==> src/rtl/io_map_pkg.sv <==
// Shared address map and event encoding for the button/LED MMIO block.
package io_map_pkg;

   // Word addresses decoded on the processor data port
   localparam logic [31:0] BTN_ADDR = 32'd4096;
   localparam logic [31:0] LED_ADDR = 32'd4097;

   // Bit position of the sticky overflow flag in the event read word
   localparam int OVF_BIT = 31;

   // Contents of the one-deep event register
   typedef enum logic [1:0] {
      EVT_NONE = 2'd0,
      EVT_UP   = 2'd1,
      EVT_DOWN = 2'd2
   } evt_code_t;

   // Builds the word software sees when it reads the event register
   function automatic logic [31:0] pack_event(input logic ovf, input evt_code_t code);
      logic [31:0] word;
      word          = 32'd0;
      word[OVF_BIT] = ovf;
      word[1:0]     = code;
      return word;
   endfunction

endpackage

==> src/rtl/btn_debounce.sv <==
// Two-flop synchronizer, stability-counter debouncer and press-edge pulse
// for one raw mechanical button.
module btn_debounce #(
   parameter int DEBOUNCE_CYCLES = 250000,
   parameter int CNT_W           = 18
) (
   input  logic clock,
   input  logic reset,
   input  logic raw,
   output logic level,
   output logic press
);

   logic             sync_1;
   logic             sync_2;
   logic [CNT_W-1:0] stable_cnt;
   logic             accept;

   // The debounced level flips once the synchronized input has disagreed
   // with it for DEBOUNCE_CYCLES consecutive cycles.
   assign accept = (sync_2 != level) && (stable_cnt == CNT_W'(DEBOUNCE_CYCLES - 1));

   // Bring the asynchronous button into the clock domain
   always_ff @(posedge clock) begin
      if (!reset) begin
         sync_1 <= 1'b0;
         sync_2 <= 1'b0;
      end else begin
         sync_1 <= raw;
         sync_2 <= sync_1;
      end
   end

   // Count how long the synchronized level has differed from the accepted one
   always_ff @(posedge clock) begin
      if (!reset) begin
         stable_cnt <= '0;
         level      <= 1'b0;
      end else if (sync_2 == level) begin
         stable_cnt <= '0;
      end else if (accept) begin
         stable_cnt <= '0;
         level      <= ~level;
      end else begin
         stable_cnt <= stable_cnt + 1'b1;
      end
   end

   // Single-cycle pulse in the cycle right after the level rises; releases are silent
   always_ff @(posedge clock) begin
      if (!reset) begin
         press <= 1'b0;
      end else begin
         press <= accept && !level;
      end
   end

endmodule

==> src/rtl/mmio_button_ctrl.sv <==
// Memory-mapped glue between the processor data port, the up/down buttons
// and the LED / win-loss register. Each debounced press becomes exactly one
// read-to-clear event for software.
module mmio_button_ctrl
   import io_map_pkg::*;
#(
   parameter int DEBOUNCE_CYCLES = 250000,
   parameter int CNT_W           = 18
) (
   input  logic        clock,
   input  logic        reset,
   input  logic        btn_up,
   input  logic        btn_down,
   input  logic [31:0] mem_addr,
   input  logic        mem_wen,
   input  logic [31:0] mem_wdata,
   input  logic [31:0] ram_rdata,
   output logic [31:0] q_dmem,
   output logic [15:0] led,
   output logic [1:0]  win_loss,
   output logic        evt_pending
);

   logic      up_level_unused;
   logic      down_level_unused;
   logic      up_press;
   logic      down_press;
   logic      btn_read;
   logic      led_write;
   evt_code_t evt_code;
   logic      evt_ovf;

   btn_debounce #(
      .DEBOUNCE_CYCLES(DEBOUNCE_CYCLES),
      .CNT_W          (CNT_W)
   ) u_up (
      .clock(clock),
      .reset(reset),
      .raw  (btn_up),
      .level(up_level_unused),
      .press(up_press)
   );

   btn_debounce #(
      .DEBOUNCE_CYCLES(DEBOUNCE_CYCLES),
      .CNT_W          (CNT_W)
   ) u_down (
      .clock(clock),
      .reset(reset),
      .raw  (btn_down),
      .level(down_level_unused),
      .press(down_press)
   );

   // Upper write-data bits and the raw debounced levels have no consumer here
   logic unused_bits;
   assign unused_bits = &{1'b0, mem_wdata[31:16], up_level_unused, down_level_unused};

   assign btn_read    = (mem_addr == BTN_ADDR) && !mem_wen;
   assign led_write   = (mem_addr == LED_ADDR) && mem_wen;
   assign evt_pending = (evt_code != EVT_NONE);

   // One-deep event register: a read drains it and may simultaneously accept a
   // new press; otherwise a press that cannot be stored only marks overflow.
   always_ff @(posedge clock) begin
      if (!reset) begin
         evt_code <= EVT_NONE;
         evt_ovf  <= 1'b0;
      end else if (btn_read) begin
         evt_code <= EVT_NONE;
         evt_ovf  <= 1'b0;
         if (up_press && down_press) begin
            evt_ovf <= 1'b1;
         end else if (up_press) begin
            evt_code <= EVT_UP;
         end else if (down_press) begin
            evt_code <= EVT_DOWN;
         end
      end else if (up_press && down_press) begin
         evt_ovf <= 1'b1;
      end else if (up_press || down_press) begin
         if (evt_code != EVT_NONE) begin
            evt_ovf <= 1'b1;
         end else begin
            evt_code <= up_press ? EVT_UP : EVT_DOWN;
         end
      end
   end

   // LED and win/loss latch on writes to the LED address
   always_ff @(posedge clock) begin
      if (!reset) begin
         led      <= 16'd0;
         win_loss <= 2'd0;
      end else if (led_write) begin
         led      <= mem_wdata[15:0];
         win_loss <= mem_wdata[1:0];
      end
   end

   // Return the event word at the button address, RAM data everywhere else
   always_comb begin
      q_dmem = ram_rdata;
      if (btn_read) begin
         q_dmem = pack_event(evt_ovf, evt_code);
      end
   end

endmodule

==> config.mk <==
export PLATFORM = sky130hd
export DESIGN_NAME = mmio_button_ctrl
export DESIGN_NICKNAME = d
export VERILOG_FILES = /design/src/rtl/io_map_pkg.sv /design/src/rtl/btn_debounce.sv /design/src/rtl/mmio_button_ctrl.sv
export SDC_FILE = /design/constraint.sdc
export NUM_CORES = 1
export LEC_CHECK = 0
export ABC_AREA = 1
export CAP_MARGIN = 20
export CORE_MARGIN = 2
export CORE_UTILIZATION = 51
export DETAILED_ROUTE_END_ITERATION = 8
export DONT_BUFFER_PORTS = 1
export PLACE_DENSITY = 0.66
export SYNTH_ARGS = -nofsm -noshare
export SYNTH_HDL_FRONTEND = slang
export SYNTH_SLANG_ARGS = --single-unit
==> constraint.sdc <==
create_clock -name clock -period 2.7 [get_ports clock]
set_clock_uncertainty 0.05 [all_clocks]
set_input_delay 0.405 -clock clock [delete_from_list [all_inputs] [get_ports clock]]
set_output_delay 0.405 -clock clock [all_outputs]
set_load 0.01 [all_outputs]
==> metrics.txt, run 1 <==
status=completed; Congestion Overflow GR=0; Initial Utilization=0.5180; WL final=roughly 6400 µm; Clk pwr share=0.403; fraction of layout cells with a size suffix above 1=0.07317; Worst R2R Setup Slack=0.92 ns; dpl cell area=about 0.0032 mm²; first-pass GRT wire length=between 10,000 and 15,000 µm; initial antenna violation count=0; n_diodes=0; NumNets Final=between 500 and 600; GP Congestion=0.8429; Final Max Slew Viols=0; I/O pin cnt=around 150; FILL cells=~650; Comb pwr share=0.043; Final min period=roughly 2.1 ns; Max clock buf depth=2; Internal=~1300 µW; Cell Area, Synth=around 0.0032 mm²; PortBufs=0; Clock Latency Late Sink=0.34 ns; final hold violation count=0; WL/cell=11.33 µm; Peak VDD IR=between 0.4 and 0.5 mV; Post-Synthesis Cells=between 400 and 500; CTS Buf Count=9; die area=approximately 0.0070 mm²; Max-Cap Viols=0; Post-Syn Nets=between 500 and 600; Design Area, Final=approximately 0.0034 mm²; Seq/Total Area, Yosys=0.3901; crit start category=input port; kind of critical path=input port to primary output; Pleak=between 0.001 and 0.0015 µW; Vias/cell=roughly 5.0; synth unique cells=27; post-route clock period utilization=0.7896; # setup viols final=0; Max H-tree Level=3; setup repair after global routing missed its margin=no; violation count after the first detailed-route iteration=130; row cnt=29; DRT Pass-1 Iters=4; Max-slew headroom=0.5774; core area=about 0.0062 mm²; Avg Cell Area, Syn=approximately 6.6 µm²; WP data arrival=about 1.7 ns; Warnings, synthesis=0; Hold Crit Class=input port to register; final std cells w/o fill=about 570; Clock Pin Slew Worst Setup and Hold Paths=approximately 0.060 ns; DP Wirelength=around 5000 µm; via count=2,861; CTS-repair resized insts=0; TNS Setup=0 ns; Hold Buf Count CTS=0; Switching Fraction=0.2407; final hold slack=around 0.11 ns; Seq pwr share=0.555; most common cell after layout, fill and taps aside=nor2_1; DIE WIDTH=between 80 and 90 µm; Remaining DRCs=0; clock sinks=between 60 and 70; placed insts=roughly 550; Power Total=1686 µW; Total GRT Usage=0.1928; post-CTS setup buffers=0; most frequent cells in the layout=nor2_1, nand2_1, inv_1; P per Cell Area=roughly 500 mW/mm²; post-route ant nets=0; Sw Pwr=~410 µW; Yosys reg bits=63; CTS tree=done; die height=83.62 µm; clk root buf=clkbuf_8; Crit. End Element=primary output; vias in the first global route=~2,700; area added between synthesis and finish=5.302%; Worst Tran Pin Value=between 0.6 and 0.7 ns; largest net degree at the start of global routing=33; Worst EP required=~2.3 ns; Max Fclk=approximately 470 MHz; crit-path max FO=32
[routing by layer]
layer,track usage,vias up,part of all wire
li1,-,1493,-
met3,0.06528,11,0.064
met2,0.3425,98,0.49
met4,0.07478,0,0.017
met5,0,-,0
met1,0.2108,1259,0.43
[synth_stat cells]
library cell | instances | area [µm²]
nor3_2 | 1 | 10.01
nand4_1 | 13 | 81.33
inv_2 | 2 | 7.510
nand3b_2 | 1 | 11.26
nor4_1 | 1 | 6.260
clkbuf_1 | 3 | 11.26
nor3_1 | 11 | 55.05
o21bai_1 | 1 | 7.510
nor2_2 | 7 | 43.79
a21oi_1 | 12 | 60.06
or2_2 | 4 | 25.02
xnor2_1 | 6 | 52.55
nor3_4 | 1 | 16.27
nand3_1 | 19 | 95.09
o21ai_0 | 18 | 90.09
dfxtp_1 | 63 | 1261
nand3b_1 | 3 | 22.52
nor2_1 | 143 | 536.8
xor2_1 | 16 | 140.1
inv_1 | 69 | 259.0
ha_1 | 2 | 25.02
nand3_2 | 3 | 30.03
buf_4 | 5 | 37.54
buf_6 | 3 | 33.78
nand2_2 | 2 | 12.51
nand2_1 | 79 | 296.5
buf_2 | 1 | 5.000
[final cells by class]
cell class	instances	area (µm²)	area share
clock buffers	9	123.9	0.03638
clock inverters	6	38.79	0.01139
well taps	77	96.34	0.02830
flip-flops and latches	63	1261	0.3705
inverters	71	266.5	0.07828
multi-input cells	343	1618	0.4752
[power groups by stage]
stage / clock network, µW / logic [µW] / registers, µW
final: 678 / 72.1 / 935
after global routing: 742 / 81.9 / 935
after CTS: 704 / 73.2 / 935
after detailed placement: 0 / 73.0 / 956
after global placement: 0 / 72.1 / 956
after floorplan: 0 / 69.0 / 955
[critical path: stages]
cell	delay, ns
nor2_1	0.13
nand2_1	0.07
nor2_1	0.11
nand2_1	0.10
nor2_1	0.12
nand2_2	0.13
inv_2	0.36
nand2_1	0.09
nand2_1	0.15
[path summary, 6_finish.rpt]
check                                                    from                        endpoint  cells past startpoint
worst max-delay path                              mem_addr[4]                      q_dmem[31]                      9
worst min-delay path                                 btn_down        u_down.sync_1$_SDFF_PN0_                      2
worst max register to register  u_up.stable_cnt[0]$_SDFF_PP0_  u_up.stable_cnt[11]$_SDFF_PP0_                      6
worst min register to register         u_up.sync_1$_SDFF_PN0_          u_up.sync_2$_SDFF_PN0_                      2
[kinds of logic after synthesis]
family | share of synthesized area
and+or+nand+nor | 0.3843
buffers and inverters | 0.1095
DFF | 0.3901
AOI/OAI and AO/OA | 0.04876
xor gates and xnor gates | 0.05960
adders and majority gates | 0.007739
[registers in the layout, indices dropped and copies added, names as in the netlist]
name               count
evt_code               2
u_up.level             1
u_up.sync_2            1
u_up.press             1
u_down.stable_cnt     18
u_down.sync_1          1
evt_ovf                1
u_up.sync_1            1
u_up.stable_cnt       18
u_down.sync_2          1
u_down.level           1
led                   16
u_down.press           1
[stage by stage]
step / worst slack (ns) / utilization
final: 0.5681 / 0.5455
after global routing: 0.2268 / 0.5455
after CTS: 0.5498 / 0.5455
after detailed placement: 0.5558 / 0.5194
after global placement: 0.5740 / 0.5194
after floorplan: 0.9102 / -
(Power assumes the default switching activity.)
==> run 2: changes to the inputs <==
PLACE_DENSITY = 0.69   (was 0.66)
clock period = 1.8 ns   (was 2.7 ns; I/O delays follow)
==> run 2 against run 1 <==
Global-route usage increased by 0.066 points. Largest power group unchanged. Non-clock buffer count up 10. Critical path type unchanged. Final cell count is 1.9% higher. Worst hold slack got worse by 0.092 ns. Highest routed layer unchanged. Routed wire length is 0.82% higher. Final area is 4.9% higher. Sequential power increased by 50%.
==> metrics.txt, run 2 (synthesis results as in run 1) <==
worst r2r src=u_up.stable_cnt[1]$_SDFF_PP0_; clock sinks=63; Worst R2R Setup Slack=0.24 ns; P per Cell Area=a little under 800 mW/mm²; Slowest Stage Delay on Critical Path=between 0.15 and 0.2 ns; via count=approximately 2,900; WL/cell=11.21 µm; DRT Pass-1 Iters=4; most common cell after layout, fill and taps aside=nor2_1; CTS Buf Count=9; Max H-tree Level=3; Final min period=1.593 ns; Remaining DRCs=0; final hold slack=~0.018 ns; Worst Tran Pin Value=approximately 0.54 ns; Congestion Overflow GR=0; Max-slew headroom=0.6360; Total GRT Usage=0.1935; post-CTS setup buffers=0; final hold violation count=0; n_diodes=0; Initial Utilization=0.5180; reg2reg end=u_up.stable_cnt[14]$_SDFF_PP0_; core area=0.006241 mm²; multi-input logic area=0.001634 mm²; violation count after the first detailed-route iteration=between 90 and 100; status=completed; fraction of layout cells with a size suffix above 1=0.08748; cell with the largest stage delay on the worst path=inv_2; PortBufs=0; largest net degree at the start of global routing=19; Max-Cap Viols=0; DIE WIDTH=83.62 µm; crit-path max FO=12; Clock Pin Slew Worst Setup and Hold Paths=around 0.07 ns; TNS Setup=0 ns; top flop regs=u_down.stable_cnt: 18 flops, u_up.stable_cnt: 18 flops, led: 16 flops; Max Fclk=~630 MHz; die area=0.006992 mm²; crit-path most repeated cell=nor2_1; Final Max Slew Viols=0; post-route clock period utilization=0.8851; Crit. End Element=primary output; crit start category=input port; kind of critical path=input port to primary output; first-pass GRT wire length=11,110 µm; crit path cell chain=nor2_1 -> nand2_1 -> nor2_1 -> nand2_1 -> nor2_1 -> nand2_2 -> inv_2 -> buf_12 -> nor2_1; post-route ant nets=0; setup repair after global routing missed its margin=no; die height=83.62 µm; DP Wirelength=approximately 4900 µm; NumNets Final=roughly 600; row cnt=29; # setup viols final=0; Max clock buf depth=2; register area=0.001261 mm²; hold path startpoint=reset; I/O pin cnt=roughly 150; Hold EP=led[1]$_SDFFE_PN0P_; initial antenna violation count=0; Vias/cell=4.993; Worst EP required=1.48 ns; WL final=6500 µm; WP data arrival=between 1 and 1.5 ns; GP Congestion=between 0.8 and 0.9; Peak VDD IR=~0.56 mV; FILL cells=roughly 620; Worst Hold Path Cells=2; area added between synthesis and finish=10.45%; Clock Latency Late Sink=0.34 ns; Pleak=around 0.0014 µW; vias in the first global route=about 2,700; clk root buf=clkbuf_8; CTS tree=done; most frequent cells in the layout=nor2_1, nand2_1, inv_1; worst reg-to-reg path cell count=6; Hold Crit Class=input port to register
==> run 2: changes by cell type in the layout (fill, tap and decap cells not counted) <==
cell,change
nand3_2,-1
clkinv_4,-1
nand3_4,+1
dlygate4sd3_1,+3
nand3b_4,+1
nand3b_2,-1
bufinv_16,+1
inv_6,+2
buf_4,+5
clkbuf_8,+1
clkinv_2,-2
buf_12,+2
==> run 2: repair_timing <==
item | CTS | global route
endpoints found under the setup margin | 0 | 2
hold endpoints to repair | 18 | 0
gates resized for setup | 0 | 2
hold buffers | 3 | 0
==> run 2: cell type report <==
class / instances / share of cell area
Clock inverter: 6 / 0.01892
Timing Repair Buffer: 10 / 0.03013
Inverter: 71 / 0.07463
Tap cell: 77 / 0.02698
Multi-Input combinational cell: 343 / 0.4576
Sequential cell: 63 / 0.3532
Clock buffer: 10 / 0.03854
==> run 2: worst max-delay path by stage <==
stage | startpoint | end | slack (ns) | depth (start not counted)
6_report | mem_addr[4] | q_dmem[26] | 0.21 | 9
5_1_grt | u_up.stable_cnt[1]$_SDFF_PP0_ | u_up.stable_cnt[14]$_SDFF_PP0_ | 0.04 | 6
4_1_cts | u_up.stable_cnt[0]$_SDFF_PP0_ | u_up.stable_cnt[14]$_SDFF_PP0_ | 0.15 | 6
3_5_place_dp | u_up.stable_cnt[1]$_SDFF_PP0_ | u_up.stable_cnt[14]$_SDFF_PP0_ | 0.15 | 6
3_3_place_gp | u_up.stable_cnt[1]$_SDFF_PP0_ | u_up.stable_cnt[11]$_SDFF_PP0_ | 0.21 | 6
2_1_floorplan | mem_addr[4] | q_dmem[1] | 0.28 | 10
==> run 2: report_power, final <==
group	total [µW]	switching, µW	leakage [µW]	internal, µW
clock network	1240	556	0.0000993	683
logic	122	79.4	0.000806	42.6
registers	1400	2.02	0.000508	1400
total	2760	638	0.00141	2120
==> run 2: routing by layer <==
metal,GRT usage,up-vias,part of all wire
met1,0.2153,1261,0.43
li1,-,1518,-
met5,0,-,0
met3,0.06825,16,0.069
met2,0.3396,101,0.48
met4,0.07038,0,0.018
==> run 2: per-stage QoR <==
step           power (µW)  setup slack [ns]    util  instance area, µm²  cells
2_1_floorplan        1537            0.2802       -                3233    489
6_report             2762            0.2069  0.5722                3571    580
3_3_place_gp         1543            0.2122  0.5319                3319    561
4_1_cts              2811            0.1510  0.5696                3555    580
5_1_grt              2877           0.04141  0.5722                3571    580
3_5_place_dp         1545            0.1550  0.5319                3319    561
==> run 2: worst max-delay path, delay by kind of cell <==
| family | cells | cell delay, ns |
|---|---|---|
| AND/OR/NAND/NOR | 7 | 0.68 |
| buffers and inverters | 2 | 0.32 |
==> run 3: changes to the inputs <==
RECOVER_POWER = 50   (was default)
SYNTH_HIERARCHICAL = 1   (was default)
==> run 3 against run 2 <==
Combinational power fell by 6%. Count of clock-buffer cells in the layout fell by 1. Global-route usage rose by 0.11 points. Largest cell class unchanged. Final area rose by 1.6%. Synthesized cell count rose by 5.9%. Sequential share of layout area fell by 0.57 points. Largest power group unchanged. Routed wire length rose by 9.1%. Setup slack got worse by 0.048 ns. Highest routed layer unchanged.
==> metrics.txt, run 3 <==
largest family of logic cells by synthesized area=simple AND/OR/NAND/NOR gates; Clock Pin Slew Worst Setup and Hold Paths=roughly 0.08 ns; row cnt=29; main flop type after synthesis=dfxtp_1; via count=a little under 3,000; Pleak=approximately 0.0015 µW; fraction of layout cells with a size suffix above 1=0.07547; GP Congestion=about 0.81; Final Max Slew Viols=0; most frequent cells in the layout=nor2_1, nand2_1, inv_1; fin util=0.5684; final std cells w/o fill=607; Post-Syn Nets=621; post-synthesis adder-cell area fraction=0.007399; Clk pwr share=0.420; kind of critical path=input port to primary output; Synth Area in Simple Gates=0.4107; final hold violation count=0; crit-path most repeated cell=nor2_1; cell with the largest stage delay on the worst path=or2_1; NumNets Final=between 600 and 700; xor/xnor cell area share of the yosys netlist=0.05697; share of the synthesized area in the top cell type=0.3729; Sw Pwr=around 670 µW; largest net degree at the start of global routing=30; Internal=1947 µW; DRT Pass-1 Iters=4; Cell Area, Synth=0.003382 mm²; Seq pwr share=0.536; Synth area leader=dfxtp_1; initial antenna violation count=0; Worst EP required=1.48 ns; crit start category=input port; vias in the first global route=between 2,000 and 3,000; CP top delay family=simple AND/OR/NAND/NOR gates; Yosys reg bits=63; P per Cell Area=719.9 mW/mm²; multi-input logic area=0.001724 mm²; post-route ant nets=0; register area=about 0.0013 mm²; Vias/cell=about 4.9; Max H-tree Level=3; synth unique cells=28; top flop regs=u_down/stable_cnt: 18 flops, u_up/stable_cnt: 18 flops, led: 16 flops; WL final=between 7000 and 8000 µm; Compound-Gate Fraction of Synth Area=0.03922; Hold Crit Class=input port to register; met3 Use GR=0.06712; WP data arrival=around 1.3 ns; Worst Tran Pin Value=about 0.42 ns; Max-Cap Viols=0; setup repair after global routing missed its margin=no; Congestion Overflow GR=0; Total GRT Usage=0.1946; die height=between 80 and 90 µm; count leader, synth=nor2_1; placed insts=between 500 and 600; most common cell after layout, fill and taps aside=nor2_1; ys async rst share=0; clock sinks=63; Warnings, synthesis=6; M1 GR Usage=0.2401; WP buf/inv=3; Slowest Stage Delay on Critical Path=0.20 ns; Peak VDD IR=~0.5 mV; post-route clock period utilization=0.9120; core area=between 0.006 and 0.007 mm²; CTS tree=done; Switching Fraction=0.2547; Remaining DRCs=0; final hold slack=roughly 0.018 ns; area added between synthesis and finish=7.325%; Max clock buf depth=2; first-pass GRT wire length=around 11,000 µm; Clock Latency Late Sink=0.34 ns; status=completed; top post-synthesis cells by area=dfxtp_1, nor2_1, nand2_1; FILL cells=approximately 640; met2 usage=0.3210; Final min period=1.642 ns; n_diodes=0; Post-synth EDFFs=0; Crit. End Element=primary output; synth cell count leaders=nor2_1, nand2_1, inv_1, dfxtp_1, nand3_1; Max-slew headroom=0.7176; Max Fclk=609.2 MHz; Comb pwr share=0.044; violation count after the first detailed-route iteration=91; Post-Synthesis Cells=about 520; clk root buf=clkbuf_8; # setup viols final=0; CTS-repair resized insts=0; die area=between 0.007 and 0.008 mm²; crit path cell chain=or2_1 -> nor2_1 -> nand2_2 -> inv_1 -> nand2_1 -> inv_2 -> buf_12 -> nor2_1; Top Usage Layer GRT=met2; crit-path max FO=29; WL/cell=11.69 µm; I/O pin cnt=about 150; PortBufs=0; DP Wirelength=about 5300 µm; post-synthesis mux area share=0; CTS Buf Count=9; Seq/Total Area, Yosys=0.3729; DIE WIDTH=approximately 85 µm; TNS Setup=0 ns; Avg Cell Area, Syn=roughly 6.5 µm²; Initial Utilization=0.5296
-- run 3: cell types whose count changed after synthesis, sizes merged, moves of 3 or more --
cell and delta:
a21oi -6, inv +9, nand2 +22, nand3 +16, nand3b -3, nand4 -11
nor2 +15, nor3 -10
-- run 3: final timing paths --
kind	startpoint	end	slack [ns]	cells after the start
worst min register to register	u_down/sync_1$_SDFF_PN0_	u_down/sync_2$_SDFF_PN0_	0.36	2
worst min-delay path	reset	led[4]$_SDFFE_PN0P_	0.02	2
worst max register to register	u_down/stable_cnt[0]$_SDFF_PP0_	u_down/stable_cnt[15]$_SDFF_PP0_	0.18	6
worst max-delay path	mem_addr[1]	q_dmem[5]	0.16	8
-- run 3: final cells by class --
| cell class | count | area share |
|---|---|---|
| flip-flops and latches | 63 | 0.3475 |
| inverters | 80 | 0.08273 |
| repair buffers | 6 | 0.01861 |
| well taps | 77 | 0.02654 |
| clock inverters | 7 | 0.01551 |
| multi-input cells | 365 | 0.4750 |
| clock buffers | 9 | 0.03413 |
-- run 3: power groups by stage --
| stage | sequential, µW | clock, µW | combinational [µW] |
|---|---|---|---|
| detailed placement | 1430 | 0 | 106 |
| global route | 1400 | 1210 | 130 |
| global placement | 1430 | 0 | 104 |
| finish | 1400 | 1100 | 115 |
| floorplan | 1430 | 0 | 97.5 |
| CTS | 1400 | 1140 | 114 |
-- run 3: routing by layer --
layer,share of wire,vias up
met5,0,-
met4,0.0099,0
met3,0.070,8
met2,0.47,92
met1,0.45,1300
li1,-,1566
-- run 3: what timing repair did --
| item | CTS | global route |
|---|---|---|
| buffers inserted | 0 | 0 |
| endpoints found under the hold margin | 10 | 1 |
| hold buffers | 3 | 1 |
-- run 3: cells by family after synthesis --
logic type | count (synthesis)
AND/OR/NAND/NOR | 315
buffers and inverters | 90
flip-flops | 63
AO/OA/AOI/OAI | 26
XOR/XNOR | 22
adder cells (fa/ha/maj) | 2
-- run 3: worst reg2reg max path, delay by kind of cell (launching register included) --
kind                     cells  cell delay (ns)
adder cells (fa/ha/maj)      1             0.25
flip-flops                   1             0.43
AND/OR/NAND/NOR              5             0.79
-- run 3: through the flow --
stage | worst slack [ns] | total power [µW] | cell area (µm²)
2_1_floorplan | 0.2380 | 1531 | 3382
3_3_place_gp | 0.1862 | 1537 | 3425
3_5_place_dp | 0.1484 | 1539 | 3425
4_1_cts | 0.1463 | 2657 | 3635
5_1_grt | 0.04132 | 2743 | 3630
6_report | 0.1584 | 2613 | 3630
